--- src/rtl/lb_pkg.sv ---
// Shared localbus definitions: FSM state encoding, direction constants and bus widths.
package lb_pkg;

   localparam int unsigned LB_DW = 32;
   localparam int unsigned CNT_W = 16;

   localparam logic LB_RD = 1'b1;
   localparam logic LB_WR = 1'b0;

   typedef enum logic [2:0] {
      IDLE  = 3'd0,
      ALE   = 3'd1,
      SETUP = 3'd2,
      CS    = 3'd3,
      REL   = 3'd4,
      RESP  = 3'd5
   } lb_state_e;

endpackage

--- src/rtl/localbus_master.sv ---
// Localbus initiator: converts a valid/ready command stream into ALE/CS localbus
// transactions and returns one response (read data or completion) per command.
module localbus_master
   import lb_pkg::*;
#(
   parameter int unsigned      ALE_CYCLES = 2,
   parameter int unsigned      TIMEOUT    = 255,
   parameter logic [LB_DW-1:0] TO_DATA    = 32'hFFFF_FFFF
) (
   input  logic             clk,
   input  logic             reset,
   input  logic             cmd_valid,
   output logic             cmd_ready,
   input  logic             cmd_wr,
   input  logic [LB_DW-1:0] cmd_addr,
   input  logic [LB_DW-1:0] cmd_wdata,
   output logic             rsp_valid,
   output logic [LB_DW-1:0] rsp_rdata,
   output logic             rsp_timeout,
   output logic             localbus_cs_n,
   output logic             localbus_rd_wr,
   output logic [LB_DW-1:0] localbus_data,
   output logic             localbus_ale,
   input  logic             localbus_ack_n,
   input  logic [LB_DW-1:0] localbus_data_out
);

   localparam logic [CNT_W-1:0] ALE_LAST = CNT_W'(ALE_CYCLES - 1);
   localparam logic [CNT_W-1:0] TO_LAST  = CNT_W'(TIMEOUT - 1);

   lb_state_e        state_q, state_d;
   logic [CNT_W-1:0] cnt_q, cnt_d;
   logic             wr_q, wr_d;
   logic [LB_DW-1:0] addr_q, addr_d;
   logic [LB_DW-1:0] wdata_q, wdata_d;
   logic [LB_DW-1:0] rdata_q, rdata_d;
   logic             to_q, to_d;

   logic             ready_q, ready_d;
   logic             cs_n_q, cs_n_d;
   logic             ale_q, ale_d;
   logic             rd_wr_q, rd_wr_d;
   logic [LB_DW-1:0] data_q, data_d;
   logic             rsp_valid_q, rsp_valid_d;
   logic [LB_DW-1:0] rsp_rdata_q, rsp_rdata_d;
   logic             rsp_to_q, rsp_to_d;

   // State register plus transaction context and registered outputs
   always_ff @(posedge clk) begin
      if (reset) begin
         state_q     <= IDLE;
         cnt_q       <= '0;
         wr_q        <= 1'b0;
         addr_q      <= '0;
         wdata_q     <= '0;
         rdata_q     <= '0;
         to_q        <= 1'b0;
         ready_q     <= 1'b0;
         cs_n_q      <= 1'b1;
         ale_q       <= 1'b0;
         rd_wr_q     <= LB_RD;
         data_q      <= '0;
         rsp_valid_q <= 1'b0;
         rsp_rdata_q <= '0;
         rsp_to_q    <= 1'b0;
      end else begin
         state_q     <= state_d;
         cnt_q       <= cnt_d;
         wr_q        <= wr_d;
         addr_q      <= addr_d;
         wdata_q     <= wdata_d;
         rdata_q     <= rdata_d;
         to_q        <= to_d;
         ready_q     <= ready_d;
         cs_n_q      <= cs_n_d;
         ale_q       <= ale_d;
         rd_wr_q     <= rd_wr_d;
         data_q      <= data_d;
         rsp_valid_q <= rsp_valid_d;
         rsp_rdata_q <= rsp_rdata_d;
         rsp_to_q    <= rsp_to_d;
      end
   end

   // Next-state, command capture and per-phase wait counter
   always_comb begin
      state_d = state_q;
      wr_d    = wr_q;
      addr_d  = addr_q;
      wdata_d = wdata_q;
      rdata_d = rdata_q;
      to_d    = to_q;
      unique case (state_q)
         IDLE: begin
            if (cmd_valid && ready_q) begin
               wr_d    = cmd_wr;
               addr_d  = cmd_addr;
               wdata_d = cmd_wdata;
               rdata_d = '0;
               to_d    = 1'b0;
               state_d = ALE;
            end
         end
         ALE: begin
            if (cnt_q == ALE_LAST) state_d = SETUP;
         end
         SETUP: state_d = CS;
         CS: begin
            if (!localbus_ack_n) begin
               if (!wr_q) rdata_d = localbus_data_out;
               state_d = REL;
            end else if (cnt_q == TO_LAST) begin
               to_d    = 1'b1;
               state_d = REL;
            end
         end
         REL: begin
            if (localbus_ack_n) begin
               state_d = RESP;
            end else if (cnt_q == TO_LAST) begin
               to_d    = 1'b1;
               state_d = RESP;
            end
         end
         RESP:    state_d = IDLE;
         default: state_d = IDLE;
      endcase
      // Restart on every phase change; saturate so a long phase never wraps
      if (state_d != state_q) begin
         cnt_d = '0;
      end else if (cnt_q == '1) begin
         cnt_d = cnt_q;
      end else begin
         cnt_d = cnt_q + CNT_W'(1);
      end
   end

   // Output decode from the upcoming state so every output is a flop
   always_comb begin
      ready_d     = 1'b0;
      cs_n_d      = 1'b1;
      ale_d       = 1'b0;
      rd_wr_d     = LB_RD;
      data_d      = '0;
      rsp_valid_d = 1'b0;
      rsp_rdata_d = '0;
      rsp_to_d    = 1'b0;
      unique case (state_d)
         IDLE: ready_d = 1'b1;
         ALE: begin
            ale_d   = 1'b1;
            rd_wr_d = wr_d ? LB_WR : LB_RD;
            data_d  = addr_d;
         end
         SETUP: begin
            rd_wr_d = wr_d ? LB_WR : LB_RD;
            data_d  = addr_d;
         end
         CS: begin
            cs_n_d  = 1'b0;
            rd_wr_d = wr_d ? LB_WR : LB_RD;
            data_d  = wr_d ? wdata_d : '0;
         end
         REL: ;
         RESP: begin
            rsp_valid_d = 1'b1;
            rsp_to_d    = to_d;
            rsp_rdata_d = wr_d ? '0 : (to_d ? TO_DATA : rdata_d);
         end
         default: ;
      endcase
   end

   assign cmd_ready      = ready_q;
   assign localbus_cs_n  = cs_n_q;
   assign localbus_ale   = ale_q;
   assign localbus_rd_wr = rd_wr_q;
   assign localbus_data  = data_q;
   assign rsp_valid      = rsp_valid_q;
   assign rsp_rdata      = rsp_rdata_q;
   assign rsp_timeout    = rsp_to_q;

endmodule
--- config.mk ---
export PLATFORM = sky130hd
export DESIGN_NAME = localbus_master
export DESIGN_NICKNAME = d
export VERILOG_FILES = /design/src/rtl/lb_pkg.sv /design/src/rtl/localbus_master.sv
export SDC_FILE = /design/constraint.sdc
export NUM_CORES = 1
export LEC_CHECK = 0
export ABC_AREA = 1
export CELL_PAD_IN_SITES_DETAIL_PLACEMENT = 0
export CELL_PAD_IN_SITES_GLOBAL_PLACEMENT = 1
export CORE_ASPECT_RATIO = 0.5
export CORE_UTILIZATION = 39
export CTS_BUF_LIST = sky130_fd_sc_hd__clkbuf_16
export CTS_CLUSTER_DIAMETER = 30
export DETAILED_ROUTE_END_ITERATION = 6
export HOLD_SLACK_MARGIN = 0.12
export PLACE_DENSITY = 0.94
export SETUP_SLACK_MARGIN = 0.4
export SYNTH_ARGS = -nofsm -noshare
export SYNTH_HDL_FRONTEND = slang
export SYNTH_SLANG_ARGS = --single-unit
--- constraint.sdc ---
create_clock -name clk -period 4.9 [get_ports clk]
set_input_delay 0.49 -clock clk [delete_from_list [all_inputs] [get_ports clk]]
set_output_delay 0.49 -clock clk [all_outputs]
set_load 0.02 [all_outputs]
-- Yosys cells after proc, flatten, opt, wreduce, memory -nomap -nowiden
Index checks and enable logic that the tools add are counted.
- $mul: 0
- order comparisons: 0
- shift operators: 0
- add/subtract/negate cells: 1
- bitwise operators: 2
- reductions and logical operators: 9
- eq/ne operators: 12
- multiplexer cells: 30
- div/mod/pow operators: 0
- operators by type and width (cell ; count):
    $mux 32 ; 9
    $pmux 32 s2 ; 2
    $mux 3 ; 6
    $add 16x1->16 const B ; 1
    $eq 16x1->1 const B ; 1
    $eq 16x16->1 const B ; 1
    $eq 16x8->1 const B ; 1
    $pmux 3 s5 ; 1
    $eq 3x2->1 const B ; 4
    $mux 1 ; 11
    $reduce_or 2->1 ; 4
    $eq 3x1->1 const B ; 2
    $eq 3x3->1 const B ; 2
    $logic_not 3->1 ; 2
    $reduce_or 3->1 ; 2
    $ne 3x3->1 ; 1
    $pmux 1 s3 ; 1
    $not 1->1 ; 2
    $logic_and 1x1->1 ; 1
- input bits: 101
- output and inout port bits: 70
- memories kept: 0
- word-level logic and storage cells: 69
- register bits: 187
- memory bits (read-only): 0
- latch bits: 0
- RAM bits: 0

-- Longest topological paths before layout
Gate-level depths: netlist of run 1.
- word-level depth: 8
- depth in mapped cells: 13
- gate-level depth less buffers: 12

-- Least setup slack after synthesis of run 1
Ideal clock, no wire load.
- kind: reg-to-reg
- start: register cnt_q[0]
- end: register cnt_q[11]
- cell stages (with the launch flop): 11
- library setup time: 0.116 ns
- data arrival time: 1.571 ns
- required time: 4.784 ns
- path slack: 3.213 ns
- clock period less this slack: 1.687 ns
- buffers on the path: 0
- path through: dfxtp_1 -> ha_1 -> inv_1 -> nor2_1 -> nand2_1 -> nor2_1 -> nand2_1 -> nand4_1 -> nor2_1 -> xnor2_1 -> nor2_1
- word-level cells in the longest chain between the ends: 6
- elaborated cells between the ends (all ways): 12
- classes of those cells: 1 x add/sub; 4 x eq/ne; 6 x mux; 1 x reduce/logical
- ends and longest elaborated chain (what ; RTL line ; text):
    start: declaration ; localbus_master.sv:32 ; logic [CNT_W-1:0] cnt_q, cnt_d;
    start signal: assignment ; localbus_master.sv:68 ; cnt_q <= cnt_d;
    $eq 16x8->1 ; localbus_master.sv:112, localbus_master.sv:120 ;
    $mux 3, on equally long branches ; localbus_master.sv:120, localbus_master.sv:112 ;
    $mux 3, on equally long branches ; localbus_master.sv:118, localbus_master.sv:109 ;
    $pmux 3 s5 ; localbus_master.sv:93 ; unique case (state_q)
    $ne 3x3->1 ; localbus_master.sv:129 ; if (state_d != state_q) begin
    $reduce_or 2->1 (no source line) ; - ;
Parallel ways exist; a longest one is shown, timed or not.
A chain may end at the register's enable or synchronous reset.

-- Worst setup path after layout of run 1
- start: input port cmd_valid
- end: register rsp_rdata_q[21] (netlist: rsp_rdata[21])
- word-level cells in the longest chain between the ends: 6
- elaborated cells between the ends (all ways): 13
- classes of those cells: 1 x eq/ne; 9 x mux; 1 x bitwise; 2 x reduce/logical
- ends and longest elaborated chain (what ; RTL line ; text):
    start: declaration ; localbus_master.sv:12 ; input logic cmd_valid,
    $logic_and 1x1->1 (*) ; localbus_master.sv:95 ; if (cmd_valid && ready_q) begin
    $mux 3 ; localbus_master.sv:95 ;
    $pmux 3 s5 ; localbus_master.sv:93 ;
    $eq 3x3->1 ; localbus_master.sv:148 ; unique case (state_d)
    $not 1->1 (no source line) ; - ;
    $reduce_or 3->1 (no source line) ; - ;
    end signal: assignment ; localbus_master.sv:80 ; rsp_rdata_q <= rsp_rdata_d;
    end: declaration ; localbus_master.sv:45 ; logic [LB_DW-1:0] rsp_rdata_q, rsp_rdata_d;
Mark *: on every way between the ends. The rest lies on a longest branch, timed or not.

==> impl_metrics.yaml, run 1 <==
run_status:
  status: "completed"
cts:
  insertion_delay_ns: 0.43
  cts_tree: "done"
  cts_buffer_depth: 2
  hold_buffers: 0
  clock_sinks: 187
  cts_inserted_buffers: 17
  htreeDepth: 4
  cts_setup_buffers: 0
  clkTransAtPathRegs_ns: 0.07
  cts_resized: 0
  cts_root_buf: "clkbuf_16"
setup_path:
  worst_setup_path_end_kind: "flop"
  crit_top_cell: "nand2_1"
  critical_path_arrival_ns: 3.20
  cpPeakStageDelay_ns: 0.73
  cp_data_required_time_ns: 5.24
  cp_cell_sequence: "clkdlybuf4s50_1 -> nand2_1 -> nor3_4 -> inv_2 -> buf_4 -> nand2_1 -> nand2_1 -> inv_1 -> nand2_2 -> a21oi_1"
  cp_slowest_cell: "nor3_4"
  worstSetupStartpointType: "primary input"
  critPathKind: "primary input to flop"
  worstPathMaxFanout: 64
power:
  peakVddDrop_v: 0.000254
  powerDensity_nw_per_um2: 424
  leakage_nw: 4.39
sta:
  min_period_ns: 2.86
  fin_crit_sh: 0.583
  whs_ns: 0.465
  hold_viol: 0
  tns_ns: 0
  worstMarginPinSlew_ns: 1.07
  max_freq_mhz: 350
  relSlewSlack: 0.287
  finalMaxSlewViolations: 0
  rsz0062_at_grt: "false"
  finalSetupViolations: 0
  fin_skew_ns: 0.0121
synth:
  synth_top_area_cell: "dfxtp_1"
  synth_top_area_share: 0.502
  synth_seq_area_share: 0.502
  postSynthAreaPerCell_um2: 7.47
  synthTopCellsByCount: "nand2_1, dfxtp_1, a21oi_1"
  yosys-top-cells-area: "dfxtp_1, nand2_1, a21oi_1, nand3_1, inv_1"
  synthCells: 997
  async_flop_share: 0
  syn_area_um2: 7450
  synth.distinct_cells: 31
  yosys_most_used_dff: "dfxtp_1"
  synth_edf_count: 0
  yosysWarnings: 0
  ys_ff_latch: 187
  synth_most_common_cell: "nand2_1"
  synth_nets: 1101
floorplan:
  die_area_um2: 19700
  die_w_um: 197
  die_h_um: 99.7
  pin_count: 171
  initial_core_util: 0.401
  core_um2: 18600
  row_count: 35
hold_path:
  hp-class: "primary input to flop"
finish:
  synthToLayoutAreaGrowth_pct: 33.5
  diodes: 0
  final_nets: 1240
  fill_cells: 1755
  layoutNonFillerInstCount: 1407
  drive_gt1_frac: 0.0549
routing:
  wl_per_cell_um: 14.2
  drt.antenna.violating_nets: 0
  wl_mm: 20.0
  wl_met3_um: 880
  first_pass_iters: 5
  top_layer_used: "met4"
  wl_met1_mm: 9.12
  drt_iter0_markers: 301
  via_per_inst: 4.90
  wl_met2_mm: 9.69
  vias: 6889
  drc: 0
global_routing:
  grt_pass1_vias: 6652
  grt_pass1_wl_mm: 31.9
  grt_max_degree: 105
  antenna_found_initial: 0
  overflow: 0
  grtUsageTotal: 0.203
run:
  drv_cap: 0
placement:
  gp_congestion: 0.846
  port_buffers: 170
  dp.cells: 1376
  dp_hpwl_mm: 12.8
worst max-delay path: cells and delay by family:
kind	cells	cell delay [ns]
buffers and inverters	4	0.92
AO/OA/AOI/OAI	1	0.29
AND/OR/NAND/NOR	5	1.42
flip-flops by register name (all words and copies together) (netlist names), 3 cells and up:
signal / cells
wdata_q: 32
state_q: 3
rsp_rdata: 32
localbus_data: 32
addr_q: 32
cnt_q: 16
rdata_q: 32
through the flow:
step	utilization	power, mW	setup WS, ns	area, µm²
after floorplan	-	2.38	3.21	7450
after global placement	0.500	2.68	1.63	9290
after detailed placement	0.500	2.69	1.57	9290
after CTS	0.536	4.25	2.05	9950
after global routing	0.536	4.43	1.73	9950
final	0.536	4.22	2.04	9950
layout by cell type (no fill, tap or decap), types with 17 or more instances in the layout:
cell type and instances:
nand3_1 69, inv_1 85, o21ai_0 39, nor2_1 76, dfxtp_1 187, o22ai_1 32
a21oi_1 136, clkbuf_16 17, nand2_1 260, clkdlybuf4s50_1 169
worst paths after layout:
check             startpoint            end  slack [ns]  cells past startpoint
setup / recovery   cmd_valid  rsp_rdata[21]        2.04                     10
hold / removal         reset     addr_q[30]        0.46                      2
setup reg to reg  state_q[1]  rsp_rdata[21]        2.08                     10
hold reg to reg    addr_q[1]      addr_q[1]        0.47                      2
kinds of logic after synthesis:
family,count (synthesis),synth area share
AND/OR/NAND/NOR,437,0.248
AO/OA/AOI/OAI,212,0.150
flip-flops,187,0.502
buffers and inverters,148,0.0823
XOR/XNOR,9,0.0106
adder cells (fa/ha/maj),3,0.00504
multiplexers,1,0.00134
where the power goes:
part,switching (mW),total [mW],internal (mW)
Sequential,0.0504,1.70,1.65
Combinational,0.631,0.953,0.322
Clock,0.612,1.57,0.960
cell type report:
type,instances,area [µm²],share of cell area
clock inverter,14,241,0.0243
timing repair buffer,179,1780,0.179
inverter,89,334,0.0336
sequential,187,3740,0.376
multi-input combinational,662,3100,0.312
tap,259,324,0.0326
clock buffer,17,425,0.0427
layer usage:
| layer | track usage | up-vias |
|---|---|---|
| li1 | - | 3495 |
| met1 | 0.257 | 3196 |
| met2 | 0.349 | 172 |
| met3 | 0.0349 | 26 |
| met4 | 0.0722 | 0 |
| met5 | 0 | - |
No activity file was read; power rests on OpenSTA's default activity.
==> run 2: changes to the inputs <==
CORE_UTILIZATION = 32   (was 39)
PLACE_DENSITY = 0.83   (was 0.94)
clock period = 2.3 ns   (was 4.9 ns; I/O delays follow)
==> run 2 against run 1 <==
Against the previous run:
- final cell count is 5.3% higher
- via count is 2.1% higher
- hold slack worse by 0.25 ns
- combinational power grew to 2.6 times the previous value
- global-route usage is 2.8 points lower
- clock skew is 0.00063 ns lower
- critical endpoint is now localbus_data[31]
- highest routed layer unchanged
==> impl_metrics.yaml, run 2 (same netlist as run 1, synthesis figures left out) <==
power:
  powerDensity_nw_per_um2: 867
  peakVddDrop_v: 0.000428
  p_sw_mw: 2.87
  p_int_mw: 6.23
  swShare: 0.315
  comb_power_share: 0.277
  clockPowerShare: 0.323
  seq_power_share: 0.400
  leakage_nw: 4.60
sta:
  fin_skew_ns: 0.0115
  finalMaxSlewViolations: 0
  min_period_ns: 1.87
  whs_ns: 0.214
  finalSetupViolations: 0
  fin_crit_sh: 0.811
  max_freq_mhz: 536
  hold_viol: 0
  setup_slack_ns: 0.434
  worstMarginPinSlew_ns: 0.637
  rsz0062_at_grt: "true"
  relSlewSlack: 0.576
  tns_ns: 0
setup_path:
  worstSetupStartpointType: "flop"
  cp_slowest_cell: "dfxtp_4"
  worst_setup_path_end_kind: "flop"
  cp_cell_sequence: "inv_2 -> ha_2 -> nand2_2 -> nor2_4 -> a21oi_4 -> inv_2 -> nand2_8 -> nor2_4 -> buf_12 -> nand3_1 -> a21oi_2"
  cp_top_family: "simple AND/OR/NAND/NOR gates"
  critPathKind: "flop to flop"
  critical_path_arrival_ns: 2.22
  crit_buf_inv: 3
  cpPeakStageDelay_ns: 0.36
  worstPathMaxFanout: 8
  cp_data_required_time_ns: 2.65
routing:
  wl_mm: 21.7
  vias: 7031
  drc: 0
  drt.antenna.violating_nets: 0
  drt_iter0_markers: 371
  via_per_inst: 4.74
  wl_per_cell_um: 14.6
  first_pass_iters: 5
global_routing:
  antenna_found_initial: 0
  grtUsageTotal: 0.175
  grt_pass1_wl_mm: 32.9
  grt_pass1_vias: 6593
  grt_max_degree: 64
  overflow: 0
placement:
  dp_hpwl_mm: 13.9
  gp_congestion: 0.850
  port_buffers: 170
  dp_slack_ns: 0.185
  placed_cell_area_um2: 9550
floorplan:
  row_count: 39
  pin_count: 171
  core_um2: 22800
  die_w_um: 218
  die_area_um2: 23900
  initial_core_util: 0.326
  die_h_um: 110
finish:
  final_cell_mix: "nand2_1, dfxtp_1, clkdlybuf4s50_1, a21oi_1, inv_1"
  final_common_cell: "nand2_1"
  fin_area_um2: 10500
  synthToLayoutAreaGrowth_pct: 40.7
  regArea_um2: 3760
  multi_input_area_um2: 3230
  fill_cells: 2219
  final_nets: 1268
  drive_gt1_frac: 0.111
  diodes: 0
cts:
  htreeDepth: 4
  cts_inserted_buffers: 17
  clkTransAtPathRegs_ns: 0.07
  insertion_delay_ns: 0.44
  hold_buffers: 0
  cts_buffer_depth: 2
  clock_sinks: 187
  cts_tree: "done"
  cts_root_buf: "clkbuf_16"
hold_path:
  hp-class: "primary input to flop"
run_status:
  status: "completed"
run:
  drv_cap: 0
run 2: cell count changes in the layout (fill, tap and decap cells not counted), moves of 10 or more:
| cell | delta |
|---|---|
| dfxtp_1 | -12 |
| a21oi_1 | -10 |
| a21oi_2 | +10 |
| dfxtp_2 | +10 |
| nand2_1 | -10 |
run 2: what timing repair did:
item	4_1_cts	5_1_grt
buffers inserted	3	8
pin swaps	1	8
resized for setup	10	48
endpoints found under the setup margin	41	99
cloned	1	4
run 2: worst paths after layout:
kind,start,to,slack [ns],cells after the start
min reg2reg,wdata_q[6],wdata_q[6],0.47,2
min,reset,rdata_q[25],0.21,2
max,cnt_q[0],localbus_data[31],0.43,11
max reg2reg,cnt_q[0],localbus_data[31],0.43,11
run 2: power by group through the flow:
stage	clock network [mW]	registers, mW	logic [mW]
2_1_floorplan	0	3.76	1.30
3_3_place_gp	0	3.69	2.24
3_5_place_dp	0	3.70	2.28
4_1_cts	3.00	3.63	2.39
5_1_grt	3.15	3.66	2.77
6_report	2.94	3.64	2.52
run 2: final cells by class:
cell class / count / share of cell area
tap: 307 / 0.0366
sequential: 187 / 0.359
clock buffer: 17 / 0.0406
multi-input combinational: 662 / 0.308
timing repair buffer: 207 / 0.209
clock inverter: 13 / 0.0147
inverter: 89 / 0.0319
run 2: per-stage QoR:
stage | util | cells | power, mW
after global placement | 0.418 | 1436 | 5.93
after global routing | 0.459 | 1482 | 9.58
after CTS | 0.447 | 1470 | 9.02
after detailed placement | 0.418 | 1436 | 5.97
final | 0.459 | 1482 | 9.09
after floorplan | - | 997 | 5.06
run 2: metal layers:
metal / vias up / wire length (µm) / track usage
met5: - / 0 / 0
met4: 0 / 340 / 0.0654
met3: 20 / 864 / 0.0357
met2: 139 / 10000 / 0.290
met1: 3322 / 10400 / 0.226
li1: 3550 / - / -
run 2: worst register-to-register path, cell delays in order (launching register included):
cell     delay, ns
dfxtp_4       0.36
inv_2         0.06
ha_2          0.17
nand2_2       0.06
nor2_4        0.14
a21oi_4       0.10
inv_2         0.11
nand2_8       0.07
nor2_4        0.25
buf_12        0.18
nand3_1       0.10
a21oi_2       0.19
==> run 3: changes to the inputs <==
clock period = 1.6 ns   (was 2.3 ns; I/O delays follow)
==> run 3 against run 2 <==
Against the previous run:
- the flow now finishes with violations (setup timing)
- non-clock buffer count grew 119
- sequential power up 44%
- first-iteration DRC count grew 4.3%
- highest routed layer unchanged
- maximum frequency up 5.3%
==> impl_metrics.yaml, run 3 (same netlist as run 1, synthesis figures left out) <==
run_status:
  status: "complete, but fails checks"
  violations: "setup timing"
finish:
  final_core_util: 0.522
  drive_gt1_frac: 0.252
  final_common_cell: "nand2_1"
  synthToLayoutAreaGrowth_pct: 59.9
  fill_cells: 2174
  diodes: 0
  final_nets: 1387
  final_cell_mix: "nand2_1, dfxtp_1, clkdlybuf4s50_1, a21oi_1, buf_4"
routing:
  via_per_inst: 4.70
  drt.antenna.violating_nets: 0
  first_pass_iters: 7
  wl_mm: 22.9
  drt_iter0_markers: 387
  wl_per_cell_um: 14.3
  drc: 0
  vias: 7532
sta:
  fin_skew_ns: 0.0100
  fin_crit_sh: 1.11
  max_freq_mhz: 564
  setup_slack_ns: -0.172
  min_period_ns: 1.77
  finalSetupViolations: 91
  rsz0062_at_grt: "true"
  relSlewSlack: 0.693
  worstMarginPinSlew_ns: 0.461
  finalMaxSlewViolations: 0
  hold_viol: 0
setup_path:
  cp_data_required_time_ns: 1.96
  worst_setup_path_end_kind: "flop"
  rrSetupSlack_ns: -0.17
  reg2regPathDepth: 12
  worstPathMaxFanout: 8
  critPathKind: "flop to flop"
  reg2reg_from: "cnt_q[1]"
  critical_path_arrival_ns: 2.13
  crit_start: "cnt_q[1]"
  reg2reg_to: "cnt_q[13]"
  worstSetupStartpointType: "flop"
  endpoint: "cnt_q[13]"
placement:
  dp_slack_ns: -0.268
  gp_congestion: 0.804
  dp_hpwl_mm: 14.3
  port_buffers: 170
power:
  swShare: 0.332
  powerDensity_nw_per_um2: 1270
  p_sw_mw: 5.02
  peakVddDrop_v: 0.000757
  clockPowerShare: 0.277
  leakage_nw: 5.68
  finalPower_mw: 15.1
  comb_power_share: 0.377
  p_int_mw: 10.1
  seq_power_share: 0.346
cts:
  cts_root_buf: "clkbuf_16"
  insertion_delay_ns: 0.42
  cts_tree: "done"
  clock_sinks: 187
  clkTransAtPathRegs_ns: 0.07
  cts_buffer_depth: 2
  cts_inserted_buffers: 17
  htreeDepth: 4
global_routing:
  antenna_found_initial: 0
  overflow: 0
  grt_max_degree: 87
  grt_pass1_wl_mm: 35.8
  grtUsageTotal: 0.188
  grt_pass1_vias: 7498
hold_path:
  hp-class: "primary input to flop"
floorplan:
  core_um2: 22800
  row_count: 39
  die_area_um2: 23900
  die_w_um: 218
  initial_core_util: 0.326
  die_h_um: 110
  pin_count: 171
run:
  drv_cap: 0
[run 3: changes by cell type in the layout (fill, tap and decap cells not counted), moves of 8 or more]
| cell | change |
|---|---|
| a21oi_2 | +9 |
| nand2_1 | -8 |
| o22ai_1 | -8 |
| nor2_1 | -14 |
| o22ai_2 | +8 |
| a21oi_1 | -9 |
| buf_2 | +16 |
| buf_4 | +99 |
| nor2_4 | +13 |
| clkdlybuf4s50_1 | -36 |
| nand3_2 | +10 |
| nand3_1 | -11 |
| dlymetal6s2s_1 | +19 |
[run 3: layout make-up]
type	count	area [µm²]	share of cell area
Clock buffer	17	425	0.0357
Inverter	89	339	0.0284
Clock inverter	15	159	0.0133
Multi-Input combinational cell	662	3580	0.300
Timing Repair Buffer	326	3280	0.275
Tap cell	307	384	0.0322
Sequential cell	187	3760	0.315
[run 3: worst max-delay path, stage by stage (launching register included)]
cell and delay [ns]:
dfxtp_2 0.36, buf_6 0.10, ha_4 0.13, nand2_4 0.05
nor2_4 0.16, a21oi_4 0.11, nor2_4 0.16, buf_6 0.12
nand2_4 0.05, nand2_4 0.07, nand3_4 0.10, buf_12 0.17
a21oi_2 0.09
[run 3: how the worst min path moves through the flow]
stage | slack, ns | endpoint | depth (start not counted) | start
floorplan | 0.33 | addr_q[30] | 2 | cmd_addr[30]
global placement | 0.44 | addr_q[3] | 2 | reset
detailed placement | 0.44 | wr_q | 2 | reset
CTS | 0.11 | state_q[1] | 4 | reset
global route | 0.15 | localbus_data[30] | 4 | reset
finish | 0.14 | state_q[1] | 4 | reset
[run 3: metrics by stage]
step	cell area, µm²	TNS (ns)	instances	hold slack [ns]
3_5_place_dp	10400	-25.72	1541	0.438
6_report	11900	-9.75	1603	0.143
3_3_place_gp	10400	-22.56	1541	0.436
2_1_floorplan	7600	0	997	0.327
5_1_grt	11900	-23.43	1603	0.154
4_1_cts	11600	-8.98	1601	0.115
[run 3: timing repair]
| action | CTS | global route |
|---|---|---|
| endpoints found under the setup margin | 257 | 241 |
| hold buffers | 2 | 0 |
| gates cloned | 7 | 2 |
| buffers inserted | 19 | 0 |
| endpoints found under the hold margin | 7 | 0 |
| gates resized for setup | 143 | 81 |
| pin swaps | 22 | 14 |
[run 3: power groups by stage]
| stage | Sequential [mW] | Clock (mW) | Combinational (mW) |
|---|---|---|---|
| detailed placement | 5.32 | 0 | 3.87 |
| global placement | 5.31 | 0 | 3.81 |
| global route | 5.26 | 4.49 | 6.12 |
| CTS | 5.23 | 4.29 | 5.32 |
| floorplan | 5.42 | 0 | 2.05 |
| finish | 5.23 | 4.19 | 5.71 |
[run 3: per-layer routing]
metal | global-route usage | up-vias | wire (µm)
met3 | 0.0346 | 33 | 771
met4 | 0.0609 | 0 | 440
met2 | 0.337 | 156 | 11400
li1 | - | 3808 | -
met5 | 0 | - | 0
met1 | 0.228 | 3535 | 10300
